==> config.mk <==
export PLATFORM = sky130hd
export DESIGN_NAME = hilo_register_unit
export DESIGN_NICKNAME = d
export VERILOG_FILES = /design/src/rtl/hilo_register_unit_pkg.sv /design/src/rtl/hilo_pipe_slot.sv /design/src/rtl/hilo_register_unit.sv
export SDC_FILE = /design/constraint.sdc
export NUM_CORES = 1
export LEC_CHECK = 0
export BUFFER_PORTS_ARGS = -buffer_cell sky130_fd_sc_hd__clkbuf_2
export CORE_MARGIN = 10
export CORE_UTILIZATION = 55
export DETAILED_ROUTE_END_ITERATION = 6
export PLACE_DENSITY = 0.88
export SKIP_CTS_REPAIR_TIMING = 1
export SYNTH_ARGS = -nofsm -noshare
export SYNTH_HDL_FRONTEND = slang
export SYNTH_SLANG_ARGS = --single-unit
==> constraint.sdc <==
create_clock -name Clk -period 6.3 [get_ports Clk]
set_input_delay 0 -clock Clk [delete_from_list [all_inputs] [get_ports Clk]]
set_output_delay 0 -clock Clk [all_outputs]
set_load 0.05 [all_outputs]
==> src/rtl/hilo_register_unit_pkg.sv <==
// Shared defaults and types for the HI/LO register unit.
// Widths, reset values and the pipeline slot record used by the top and its slots.
package hilo_register_unit_pkg;

    localparam int unsigned DEFAULT_DATA_WIDTH = 32;
    localparam int unsigned HILO_WIDTH         = 2 * DEFAULT_DATA_WIDTH;
    localparam int unsigned DEFAULT_CNT_WIDTH  = 16;

    localparam logic [DEFAULT_DATA_WIDTH-1:0] DEFAULT_RESET_HI = '0;
    localparam logic [DEFAULT_DATA_WIDTH-1:0] DEFAULT_RESET_LO = '0;

    typedef struct packed {
        logic                          v;
        logic [DEFAULT_DATA_WIDTH-1:0] hi;
        logic [DEFAULT_DATA_WIDTH-1:0] lo;
    } hilo_slot_t;

    function automatic logic [HILO_WIDTH-1:0] slot_hilo(input hilo_slot_t s);
        return {s.hi, s.lo};
    endfunction

endpackage

==> src/rtl/hilo_pipe_slot.sv <==
// One valid+data pipeline register for an in-flight HI/LO write.
// hold freezes the slot; clear kills the valid bit even while held.
module hilo_pipe_slot #(
    parameter int unsigned DATA_WIDTH = 32
) (
    input  logic                  clk_i,
    input  logic                  rst_i,
    input  logic                  hold_i,
    input  logic                  clear_i,
    input  logic                  valid_i,
    input  logic [DATA_WIDTH-1:0] hi_i,
    input  logic [DATA_WIDTH-1:0] lo_i,
    output logic                  valid_o,
    output logic [DATA_WIDTH-1:0] hi_o,
    output logic [DATA_WIDTH-1:0] lo_o
);

    logic                  v_q;
    logic [DATA_WIDTH-1:0] hi_q;
    logic [DATA_WIDTH-1:0] lo_q;

    always_ff @(posedge clk_i or posedge rst_i) begin
        if (rst_i) begin
            v_q  <= 1'b0;
            hi_q <= '0;
            lo_q <= '0;
        end else if (hold_i) begin
            // A held slot can still be turned into a bubble.
            if (clear_i) begin
                v_q <= 1'b0;
            end
        end else begin
            v_q  <= valid_i & ~clear_i;
            hi_q <= hi_i;
            lo_q <= lo_i;
        end
    end

    assign valid_o = v_q;
    assign hi_o    = hi_q;
    assign lo_o    = lo_q;

endmodule

==> src/rtl/hilo_register_unit.sv <==
// Architectural HI/LO registers with MEM/WB write slots, forwarding and commit counter.
// Define HILO_BYPASS_EN to forward in-flight writes; otherwise Hazard stalls EX until drained.
module hilo_register_unit
    import hilo_register_unit_pkg::*;
#(
    parameter int unsigned           DATA_WIDTH = DEFAULT_DATA_WIDTH,
    parameter logic [DATA_WIDTH-1:0] RESET_HI   = DATA_WIDTH'(DEFAULT_RESET_HI),
    parameter logic [DATA_WIDTH-1:0] RESET_LO   = DATA_WIDTH'(DEFAULT_RESET_LO),
    parameter int unsigned           CNT_WIDTH  = DEFAULT_CNT_WIDTH
) (
    input  logic                    Clk,
    input  logic                    Rst,
    input  logic                    Stall,
    input  logic                    Flush,
    input  logic                    Write,
    input  logic [DATA_WIDTH-1:0]   Hi,
    input  logic [DATA_WIDTH-1:0]   Lo,
    output logic [2*DATA_WIDTH-1:0] HiLo,
    output logic                    Pending,
    output logic                    Hazard,
    output logic [CNT_WIDTH-1:0]    WriteCount
);

    logic                  mem_v;
    logic [DATA_WIDTH-1:0] mem_hi;
    logic [DATA_WIDTH-1:0] mem_lo;
    logic                  wb_v;
    logic [DATA_WIDTH-1:0] wb_hi;
    logic [DATA_WIDTH-1:0] wb_lo;

    logic [DATA_WIDTH-1:0] hi_q;
    logic [DATA_WIDTH-1:0] lo_q;
    logic [CNT_WIDTH-1:0]  cnt_q;

    hilo_pipe_slot #(
        .DATA_WIDTH (DATA_WIDTH)
    ) u_mem_slot (
        .clk_i   (Clk),
        .rst_i   (Rst),
        .hold_i  (Stall),
        .clear_i (Flush),
        .valid_i (Write),
        .hi_i    (Hi),
        .lo_i    (Lo),
        .valid_o (mem_v),
        .hi_o    (mem_hi),
        .lo_o    (mem_lo)
    );

    // Flush only ever targets the EX capture, so the WB slot is never cleared.
    hilo_pipe_slot #(
        .DATA_WIDTH (DATA_WIDTH)
    ) u_wb_slot (
        .clk_i   (Clk),
        .rst_i   (Rst),
        .hold_i  (Stall),
        .clear_i (1'b0),
        .valid_i (mem_v),
        .hi_i    (mem_hi),
        .lo_i    (mem_lo),
        .valid_o (wb_v),
        .hi_o    (wb_hi),
        .lo_o    (wb_lo)
    );

    always_ff @(posedge Clk or posedge Rst) begin
        if (Rst) begin
            hi_q  <= RESET_HI;
            lo_q  <= RESET_LO;
            cnt_q <= '0;
        end else if (!Stall && wb_v) begin
            hi_q  <= wb_hi;
            lo_q  <= wb_lo;
            cnt_q <= cnt_q + CNT_WIDTH'(1);
        end
    end

    assign Pending    = mem_v | wb_v;
    assign WriteCount = cnt_q;

`ifdef HILO_BYPASS_EN
    // Youngest in-flight write wins.
    always_comb begin
        HiLo = {hi_q, lo_q};
        if (mem_v) begin
            HiLo = {mem_hi, mem_lo};
        end else if (wb_v) begin
            HiLo = {wb_hi, wb_lo};
        end
    end

    assign Hazard = 1'b0;
`else
    assign HiLo   = {hi_q, lo_q};
    assign Hazard = Pending;
`endif

endmodule

==> After elaboration in Yosys (flattened, before gate mapping) <==
Cells that the tools add are included.
{ "op_classes": {"multipliers": 0, "mux": 2, "bitwise": 3, "n_reduce_logical": 2, "n_addsub": 1, "n_shift": 0, "n_eq_ne": 1, "n_div": 0, "magnitude_cmp": 0} }
{ "op_table": {"columns": ["operator", "count"], "rows": [
  ["$add A16 B1 Y16 const B", 1],
  ["$mux W1", 2],
  ["$ne A2 B1 Y1 const B", 1],
  ["$and A1 B1 Y1", 1],
  ["$logic_and A1 B1 Y1", 1],
  ["$logic_not A1 Y1", 1],
  ["$not A1 Y1", 1],
  ["$or A1 B1 Y1", 1]
]} }
{ "totals": {"mem_count": 0, "latch_bits": 0, "ramBits": 0, "reg_bits": 210, "wordCells": 18, "in_bits": 69, "out_inout_bits": 82, "mem_bits_ro": 0} }

==> Longest topological paths before layout <==
Gate-level depths: netlist (run 1).
{ "depth": {"depth_word": 3, "depth_mapped": 5, "mapped_depth_nobuf": 5} }

==> By module <==
From an unflattened synthesis (run 1), not the netlist that was laid out.
{ "unflattened": {"cells_unflattened": 479, "hier_area_um2": 8388.0} }
{ "by_module_without_submodules": {"columns": ["module", "area_each_um2", "instances", "cells_each", "seq_area_each_um2"], "rows": [
  ["hilo_pipe_slot", 2625.0, 2, 139, 1626.6],
  ["hilo_register_unit", 3138.0, 1, 201, 2001.9]
]} }

==> Least setup slack after synthesis (run 1) <==
Ideal clock, no wire load.
{ "synth_path": {"path_kind": "reg2reg", "startpoint": "register cnt_q[0], in the netlist WriteCount[0]", "endpoint": "register cnt_q[14], in the netlist WriteCount[14]", "arrival_time_ns": 1.554, "setup_slack_ns": 4.605, "stages_incl_launch_ff": 6, "required_time_ns": 6.159, "period_less_slack_ns": 1.695, "path_cell_list": "dfrtp_1 > ha_1 > and4b_1 > and4_1 > nand3_1 > xnor2_1"} }
{ "synth_between": {"elab_chain_cells": 1} }
{ "synth_lines": {"columns": ["element", "line_no", "source"], "rows": [
  ["start: declaration", "hilo_register_unit.sv:33", "logic [CNT_WIDTH-1:0] cnt_q;"],
  ["start signal: assignment", "hilo_register_unit.sv:74", "cnt_q <= cnt_q + CNT_WIDTH'(1);"],
  ["$add A16 B1 Y16", "hilo_register_unit.sv:74", null]
]} }
No other way between the ends.
A chain may end at the register's enable or synchronous reset.

==> Final worst setup path (run 1) <==
{ "layout_path": {"startpoint": "register u_wb_slot.v_q, in the netlist u_wb_slot.valid_o", "endpoint": "register lo_q[13]"} }
{ "layout_between": {"elab_chain_cells": 1} }
{ "layout_lines": {"columns": ["element", "line_no", "source"], "rows": [
  ["start: declaration", "hilo_pipe_slot.sv:18", "logic v_q;"],
  ["start signal: assignment", "hilo_pipe_slot.sv:33", "v_q <= valid_i & ~clear_i;"],
  ["$logic_and A1 B1 Y1", "hilo_register_unit.sv:71", "end else if (!Stall && wb_v) begin"],
  ["end signal: assignment", "hilo_register_unit.sv:73", "lo_q <= wb_lo;"],
  ["end: declaration", "hilo_register_unit.sv:32", "logic [DATA_WIDTH-1:0] lo_q;"]
]} }
No other way between the ends.

==> results of run 1 <==
## synthesized netlist by cell type, drive strengths merged
master / instances / area, sq um
xnor2: 9 / 78.8
nor4: 1 / 21.3
nor2: 3 / 11.3
nand2: 8 / 30.0
or2: 2 / 12.5
ha: 1 / 12.5
xor2: 6 / 52.6
mux2i: 1 / 10.0
nand3b: 1 / 20.0
and4: 1 / 8.76
and3: 4 / 25.0
dfrtp: 210 / 5260
clkbuf: 1 / 3.75
and4b: 1 / 10.0
nor3: 1 / 5.00
and2: 1 / 6.26
inv: 1 / 3.75
mux2: 194 / 2180
nand4: 1 / 6.26
nor2b: 1 / 8.76
buf: 22 / 129
nand3: 4 / 20.0
## sequential cells by signal (all words and copies together), names as in the netlist
name                count
u_mem_slot.hi_o        32
lo_q                   32
u_mem_slot.valid_o      1
u_mem_slot.lo_o        32
hi_q                   32
WriteCount             16
u_wb_slot.lo_o         32
u_wb_slot.valid_o       1
u_wb_slot.hi_o         32
## layout make-up
class | count | area, sq um
flip-flops and latches | 210 | 5260
fillers | 879 | 3810
multi-input cells | 240 | 2530
repair buffers | 220 | 1450
clock buffers | 33 | 641
well taps | 180 | 225
clock inverters | 4 | 70.1
inverters | 1 | 11.3
## metrics by stage
step	worst slack (ps)	utilization [%]
floorplan	562	-
global placement	3920	62.9
detailed placement	3840	62.9
CTS	3840	68.0
global route	3730	72.8
finish	3890	72.8
## worst max-delay path: stages, from the launching register on
cell	delay [ps]
dfrtp_1	430
nor2b_4	870
buf_4	570
mux2_2	400
## worst paths after layout
| path | cells after the start | from | slack [ps] | to |
|---|---|---|---|---|
| worst max-delay path | 3 | u_wb_slot.valid_o | 3890 | lo_q[13] |
| worst min-delay path | 2 | Stall | 210 | u_wb_slot.valid_o |
| worst max register to register | 3 | u_wb_slot.valid_o | 3890 | lo_q[13] |
| worst min register to register | 1 | WriteCount[15] | 490 | WriteCount[15] |
| max in group asynchronous | 4 | Rst | 4450 | u_mem_slot.hi_o[30] |
| min in group asynchronous | 3 | Rst | 260 | lo_q[17] |
## metal layers
layer | vias to the layer above | track usage [%] | share of wire [%]
li1 | 2096 | - | -
met1 | 2325 | 18.2 | 39
met2 | 117 | 25.6 | 52
met3 | 37 | 3.99 | 5.0
met4 | 0 | 5.00 | 3.3
met5 | - | 0 | 0
## kinds of logic (layout without fill, tap and decap cells)
group / count (synthesis) / in the layout / synth area share, %
flip-flops: 210 / 210 / 66.4
multiplexers: 195 / 195 / 27.7
AND/OR/NAND/NOR: 29 / 29 / 2.34
buffers and inverters: 24 / 258 / 1.72
XOR/XNOR: 15 / 15 / 1.66
adder cells (fa/ha/maj): 1 / 1 / 0.158
## power by group through the flow
stage | combinational, mW | sequential [mW] | clock, mW
after detailed placement | 1.25 | 1.83 | 0
after global placement | 1.23 | 1.81 | 0
after CTS | 1.26 | 1.81 | 1.28
after global routing | 1.35 | 1.84 | 1.34
after floorplan | 0.323 | 2.42 | 0
final | 1.28 | 1.80 | 1.25
==> reports/metrics.csv, run 1 <==
stage,metric,value,unit
power,comb_power_share,29.5,%
flow_run,cap_violations,0,
placement,portBuffers,150,
placement,hpwl,10200,um
detailed_routing,first_pass_iters,4,
worst_setup_path,critical_path_required,6650,ps
global_routing,grt_max_degree,123,
finish,area_delta_synth_final,28.6,%
worst_hold_path,hp-class,in2reg,
worst_setup_path,criticalPathCategory,reg2reg,
finish,nets,764,
logic_synthesis,synth_nets,544,
global_routing,grt_first_pass_wirelength,24700,um
logic_synthesis,synth_cells,474,
sta,clock.fmax,0.414,GHz
sta,min_period,2410,ps
logic_synthesis,syn_area,0.00792,sq mm
clock_network,cts_buffer_depth,3,
power,p_total,4.34,mW
worst_setup_path,worstPathMaxFanout,35,
power,p_sw_share,35.6,%
worst_setup_path,cp-start-kind,flop,
clock_network,cts-htree-levels,1,
placement,dpl_cell_area,0.00880,sq mm
finish,finalInstanceArea,0.0102,sq mm
clock_network,clk_pin_slew,60,ps
finish,layout_common_cells,"dfrtp_1 (210), mux2_2 (194), clkbuf_2 (149)",
floorplanning,fp.coreArea,0.0140,sq mm
clock_network,insertion_delay,470,ps
finish,final_common_cell,dfrtp_1,
detailed_routing,drtIter0Drc,167,
logic_synthesis,ys_seq_area_share,66.4,%
clock_network,cts_buffers,21,
sta,skew,4.13,ps
detailed_routing,drc,0,
floorplanning,boundaryPins,151,
global_routing,globalRouteTotalUtil,15.1,%
power,seq_power_share,41.6,%
sta,setup_tns,0,ps
power,powerDensity,426,mW/mm^2
sta,whs,210,ps
sta,slew_violations,0,
power,ir_drop,0.350,mV
power,internal_power,2.79,mW
logic_synthesis,ys_types,24,
logic_synthesis,syn_area_per_cell,16.7,sq um
sta,fin_crit_sh,38.3,%
power,p_leak,4.73,nW
floorplanning,fp.dieArea,0.0196,sq mm
detailed_routing,viasPerCell,5.15,
finish,finalNonFillerCells,888,
global_routing,gr-total-overflow,0,
floorplanning,start_util,56.6,%
placement,gp_congestion,0.818,
detailed_routing,vias,4575,
run_status,outcome,finished clean,
global_routing,grt_pass1_vias,4738,
detailed_routing,ant_nets,0,
clock_network,numClockSinks,210,
global_routing,antenna_found_initial,0,
detailed_routing,drt-total-wl,16500,um
placement,dp_cells,784,
sta,rsz0062_at_grt,false,
logic_synthesis,ys_warn_count,0,
detailed_routing,wire_per_inst,18.5,um
sta,relSlewSlack,28.5,%
clock_network,cts_tree,yes,
logic_synthesis,synth-seq-cells,210,
finish,diodes,0,
clock_network,clock-root-buffer,clkbuf_16,
worst_setup_path,critPathCaptureType,flop,
power,p_sw,1.54,mW
sta,tightestPinTransition,1070,ps
floorplanning,rows,43,
sta,hold_viol,0,
power,clockPowerShare,28.9,%
floorplanning,die_w,140,um
sta,setup_violations,0,
worst_setup_path,arrival,2760,ps
finish,layout-drive-gt1-share,54.4,%
floorplanning,die-height,140,um
(Power assumes the default switching activity.)
==> run 2: changes to the inputs <==
--- a/config.mk
+++ b/config.mk
@@ -7,9 +7,9 @@
 export LEC_CHECK = 0
 export BUFFER_PORTS_ARGS = -buffer_cell sky130_fd_sc_hd__clkbuf_2
 export CORE_MARGIN = 10
-export CORE_UTILIZATION = 55
+export CORE_UTILIZATION = 49
 export DETAILED_ROUTE_END_ITERATION = 6
-export PLACE_DENSITY = 0.88
+export PLACE_DENSITY = 0.84
 export SKIP_CTS_REPAIR_TIMING = 1
 export SYNTH_ARGS = -nofsm -noshare
 export SYNTH_HDL_FRONTEND = slang
==> constraint.sdc (replaced) <==
create_clock -name Clk -period 2.17 [get_ports Clk]
set_input_delay 0 -clock Clk [delete_from_list [all_inputs] [get_ports Clk]]
set_output_delay 0 -clock Clk [all_outputs]
set_load 0.05 [all_outputs]
==> run 2 against run 1 <==
  * Critical path type unchanged
  * Final cell count up 4.6%
  * Wire length up 3.4%
  * Count of clock-buffer cells in the layout up 1
  * Non-clock buffer count up 5
  * Sequential share of layout area down 0.80 points
  * Sequential cell count unchanged
  * Critical path depth up 2
  * First-iteration DRC count up 1.2%
  * Via count up 0.35%
  * Global-route usage down 0.68 points
  * Power rose to 2.9 times the previous value
  * Utilization down 7.7 points
==> reports/metrics.csv, run 2 (same netlist as run 1, synthesis figures left out) <==
stage,metric,value,unit,change
worst_setup_path,r2r_start,WriteCount[0],,
clock_network,insertion_delay,490,ps,+20 ps
worst_setup_path,critPathCaptureType,flop,,
finish,diodes,0,,unchanged
detailed_routing,first_pass_iters,4,,unchanged
worst_setup_path,rrSetupSlack,620,ps,-3270 ps
floorplanning,die-height,147,um,+5.1%
worst_setup_path,worstPathMaxFanout,4,,-89%
floorplanning,fp.coreArea,0.0159,sq mm,+14%
finish,final_core_util,65.1,%,-7.7 points
sta,fin_crit_sh,71.4,%,+33 points
clock_network,numClockSinks,210,,unchanged
detailed_routing,drt-total-wl,17000,um,+3.4%
detailed_routing,vias,4591,,+0.35%
global_routing,grt_pass1_vias,4943,,+4.3%
clock_network,cts_tree,yes,,
clock_network,clk_pin_slew,60,ps,about the same
worst_setup_path,arrival,1960,ps,-800 ps
sta,setup_violations,0,,unchanged
detailed_routing,ant_nets,0,,unchanged
detailed_routing,viasPerCell,4.94,,-4.1%
floorplanning,rows,46,,+7.0%
clock_network,clock-root-buffer,clkbuf_16,,
floorplanning,fp.dieArea,0.0216,sq mm,+10%
worst_hold_path,hp-class,in2async,,
clock_network,cts_buffers,22,,+4.8%
global_routing,globalRouteTotalUtil,14.4,%,-0.68 points
worst_setup_path,criticalPathCategory,reg2reg,,
floorplanning,die_w,147,um,+5.1%
worst_setup_path,cp-start-kind,flop,,
sta,skew,13.7,ps,+9.56 ps
clock_network,cts-htree-levels,1,,unchanged
placement,dpl_cell_area,0.00892,sq mm,+1.5%
sta,clock.fmax,0.645,GHz,+56%
finish,layout_common_cells,"dfrtp_1 (210), mux2_2 (194), clkbuf_2 (149)",,
floorplanning,start_util,49.8,%,-6.8 points
sta,min_period,1550,ps,-864 ps
global_routing,antenna_found_initial,0,,unchanged
power,powerDensity,1240,mW/mm^2,+190%
worst_setup_path,crit_start,WriteCount[0],,
detailed_routing,drtIter0Drc,169,,+1.2%
run_status,outcome,finished clean,,
finish,area_delta_synth_final,30.6,%,
detailed_routing,drc,0,,unchanged
sta,slew_violations,0,,unchanged
sta,rsz0062_at_grt,false,,
sta,tightestPinTransition,683,ps,-390 ps
detailed_routing,wire_per_inst,18.3,um,-1.2%
power,ir_drop,0.742,mV,+110%
sta,relSlewSlack,54.4,%,+26 points
placement,gp_congestion,0.754,,-7.8%
power,p_total,12.8,mW,+190%
global_routing,grt_max_degree,95,,-23%
finish,num-fill-cells,1100,,+25%
global_routing,grt_first_pass_wirelength,25900,um,+4.8%
clock_network,cts_buffer_depth,3,,unchanged
finish,final_common_cell,dfrtp_1,,
finish,layout-drive-gt1-share,54.7,%,+0.32 points
flow_run,cap_violations,0,,unchanged
global_routing,gr-total-overflow,0,,unchanged
sta,whs,83.2,ps,-127 ps
floorplanning,boundaryPins,151,,unchanged
finish,finalInstanceArea,0.0103,sq mm,+1.6%
sta,hold_viol,0,,unchanged
placement,hpwl,10900,um,+7.2%
finish,nets,770,,+0.79%
placement,portBuffers,150,,unchanged
power,p_leak,4.78,nW,+1.0%
worst_setup_path,critical_path_required,2580,ps,-4070 ps
==> run 2: changes by cell type in the layout (fill, tap and decap cells not counted), sizes merged <==
cell	before	now
clkinvlp	0	1
clkbuf	182	183
inv	1	0
buf	4	9
clkinv	2	1
==> run 2: final timing paths <==
kind / cells after the start / endpoint
setup reg to reg: 5 / WriteCount[10]
hold reg to reg: 1 / WriteCount[15]
hold / removal: 3 / u_mem_slot.lo_o[10]
setup / recovery: 5 / WriteCount[10]
min in group Clk: 2 / u_wb_slot.lo_o[8]
max in group asynchronous: 4 / u_wb_slot.hi_o[14]
==> run 2: layout make-up <==
type	instances	area, sq um	area share, %
Sequential cell	210	5260	50.8
Multi-Input combinational cell	240	2530	24.5
Timing Repair Buffer	225	1530	14.8
Clock buffer	34	677	6.55
Tap cell	216	270	2.61
Clock inverter	3	65.1	0.629
Inverter	1	7.51	0.0726
==> run 2: power by group <==
| group | switching [mW] | total [mW] | internal, mW |
|---|---|---|---|
| clock network | 1.44 | 3.81 | 2.37 |
| registers | 0.503 | 5.24 | 4.74 |
| logic | 2.61 | 3.74 | 1.13 |
==> run 2: stage by stage <==
| stage | setup TNS [ps] | setup slack (ps) | instances |
|---|---|---|---|
| after floorplan | -117220 | -558 | 474 |
| after CTS | 0 | 626 | 862 |
| after global placement | 0 | 697 | 825 |
| after detailed placement | 0 | 629 | 825 |
| after global routing | 0 | 568 | 929 |
| final | 0 | 621 | 929 |
==> run 2: per-layer routing <==
layer / part of all wire [%] / global-route usage (%)
met1: 39 / 16.5
met2: 53 / 25.1
met3: 5.5 / 4.67
met4: 2.4 / 3.96
met5: 0 / 0
==> run 2: critical path: stages, from the launching register on <==
cell     delay [ps]
dfrtp_1         410
ha_1            190
and4b_1         270
nand2_1         150
nor3_1          270
xor2_1          200
==> run 3: changes to the inputs <==
==> constraint.sdc (replaced) <==
create_clock -name Clk -period 1.4 [get_ports Clk]
set_input_delay 0 -clock Clk [delete_from_list [all_inputs] [get_ports Clk]]
set_output_delay 0 -clock Clk [all_outputs]
set_load 0.05 [all_outputs]
==> run 3 against run 2 <==
  * The flow now finishes with violations (negative setup slack)
  * Count of clock-buffer cells in the layout decreased by 4
  * Sequential cell count unchanged
  * Final cell count increased by 2.9%
  * Wire length increased by 7.4%
  * Die area unchanged
  * Via count increased by 3.4%
  * Sequential power increased by 56%
  * Global-route usage about the same
  * First-iteration DRC count decreased by 8.3%
==> reports/metrics.csv, run 3 (same netlist as run 1, synthesis figures left out) <==
stage,metric,value,unit,change
power,ir_drop,1.33,mV,+79%
sta,skew,17.7,ps,+4.05 ps
floorplanning,start_util,49.8,%,unchanged
detailed_routing,ant_nets,0,,unchanged
run_status,violations,negative setup slack,,
worst_hold_path,hold_depth,4,,
finish,layout-drive-gt1-share,57.9,%,+3.2 points
clock_network,cts_buffer_depth,3,,unchanged
finish,area_delta_synth_final,36.8,%,
placement,hpwl,10800,um,-1.4%
floorplanning,rows,46,,unchanged
global_routing,antenna_found_initial,2,,+2
clock_network,clk_pin_slew,60,ps,about the same
finish,final_common_cell,dfrtp_1,,
flow_run,cap_violations,0,,unchanged
placement,dpl_cell_area,0.00899,sq mm,+0.79%
worst_hold_path,hp-class,in2reg,,
worst_setup_path,cpMaxStageDelayCell,dfrtp_1,,
power,powerDensity,1880,mW/mm^2,+52%
clock_network,cts_tree,yes,,
finish,finalNonFillerCells,956,,+2.9%
detailed_routing,drtIter0Drc,155,,-8.3%
detailed_routing,viasPerCell,4.96,,+0.46%
worst_setup_path,arrival,1870,ps,-90 ps
sta,setup_ws,-52.2,ps,-673 ps
worst_setup_path,criticalPathCategory,reg2reg,,
power,p_leak,5.06,nW,+5.9%
placement,gp_congestion,0.771,,+2.2%
finish,finalInstanceArea,0.0108,sq mm,+4.7%
sta,min_period,1450,ps,-97.1 ps
sta,whs,21.5,ps,-61.8 ps
detailed_routing,first_pass_iters,4,,unchanged
sta,tightestPinTransition,522,ps,-162 ps
worst_setup_path,r2r-end,WriteCount[12],,
worst_setup_path,reg2reg_depth,5,,unchanged
floorplanning,fp.coreArea,0.0159,sq mm,unchanged
worst_setup_path,rrSetupSlack,-50,ps,-670 ps
global_routing,globalRouteTotalUtil,14.4,%,+0.016 points
sta,rsz0062_at_grt,true,,
global_routing,gr-total-overflow,0,,unchanged
detailed_routing,wire_per_inst,19.1,um,+4.4%
worst_setup_path,max_stage_delay,390,ps,-20 ps
clock_network,clock-root-buffer,clkbuf_16,,
floorplanning,die-height,147,um,unchanged
placement,dp_cells,831,,+0.73%
worst_setup_path,cp-start-kind,flop,,
finish,layout_common_cells,"dfrtp_1 (207), mux2_2 (153), clkbuf_2 (147)",,
detailed_routing,vias,4746,,+3.4%
sta,relSlewSlack,65.2,%,+11 points
sta,fin_crit_sh,104,%,+32 points
worst_setup_path,r2r_start,WriteCount[0],,
clock_network,cts_buffers,22,,unchanged
clock_network,numClockSinks,210,,unchanged
placement,portBuffers,150,,unchanged
floorplanning,die_w,147,um,unchanged
worst_setup_path,critPathCaptureType,flop,,
detailed_routing,drc,0,,unchanged
worst_hold_path,hold_start,Stall,,
sta,hold_viol,0,,unchanged
detailed_routing,drt-total-wl,18300,um,+7.4%
sta,clock.fmax,0.689,GHz,+6.7%
worst_setup_path,crit_chain,"ha_2, and4b_2, and4_4, buf_4, xor2_1",,
global_routing,grt_first_pass_wirelength,25700,um,-0.80%
worst_setup_path,crit_buf_inv,1,,+1
clock_network,insertion_delay,500,ps,about the same
worst_hold_path,min_to,WriteCount[3],,
floorplanning,boundaryPins,151,,unchanged
global_routing,grt_pass1_vias,4868,,-1.5%
worst_setup_path,critical_path_required,1820,ps,-760 ps
sta,setup_violations,2,,+2
sta,slew_violations,0,,unchanged
floorplanning,fp.dieArea,0.0216,sq mm,unchanged
worst_setup_path,crit_family,simple AND/OR/NAND/NOR gates,,
clock_network,cts-htree-levels,1,,unchanged
run_status,outcome,"finished, violations left",,
finish,num-fill-cells,1060,,-3.6%
finish,nets,792,,+2.9%
worst_setup_path,worstPathMaxFanout,4,,unchanged
global_routing,grt_max_degree,91,,-4.2%
==> run 3: changes by cell type in the layout (fill, tap and decap cells not counted), moves of 3 or more <==
cell,before,now
buf_4,5,17
buf_6,0,5
clkbuf_16,23,27
clkbuf_8,6,3
clkinv_2,1,6
dfrtp_1,210,207
dfrtp_2,0,3
mux2_2,194,153
mux2_4,0,41
==> run 3: tightest hold or removal path, stage by stage <==
cell and delay, ps:
buf_4 140, nand3b_4 160, or2_2 120, xnor2_1 60
==> run 3: worst max-delay path by stage <==
stage | slack (ps) | end | cells after the start | start
after CTS | -140 | Pending | 2 | u_wb_slot.valid_o
after floorplan | -1330 | WriteCount[0] | 1 | Rst
after global routing | -150 | WriteCount[12] | 5 | WriteCount[0]
after detailed placement | -50 | WriteCount[14] | 5 | WriteCount[0]
final | -50 | WriteCount[12] | 5 | WriteCount[0]
after global placement | 20 | lo_q[26] | 3 | u_wb_slot.valid_o
==> run 3: stage by stage <==
stage                     util, %  setup slack (ps)  setup TNS (ps)  total power [mW]
after floorplan                 -             -1330         -280920              12.3
after global placement       56.6              17.1               0              13.7
after global routing         68.1              -149           -2590              21.1
after detailed placement     56.6             -50.4            -856              14.0
final                        68.1             -52.2            -102              20.3
after CTS                    61.3              -135           -1960              19.8
==> run 3: final cells by class <==
class | count | area, sq um | share of cell area, %
antenna | 2 | 5.00 | 0.0462
clock buffer | 30 | 632 | 5.84
clock inverter | 10 | 105 | 0.971
inverter | 1 | 7.51 | 0.0693
multi-input combinational | 240 | 2720 | 25.1
sequential | 210 | 5260 | 48.6
tap | 216 | 270 | 2.50
timing repair buffer | 247 | 1830 | 16.9
==> run 3: routing by layer <==
layer | wire length, um | vias up | global-route usage, %
met5 | 0 | - | 0
met4 | 427 | 0 | 5.25
met3 | 907 | 30 | 4.12
met2 | 9890 | 111 | 24.7
met1 | 7070 | 2445 | 16.8
li1 | - | 2160 | -
==> run 3: report_power, final <==
group          internal (mW)  switching, mW
registers               7.35          0.799
clock network           3.53           2.31
logic                   2.17           4.14
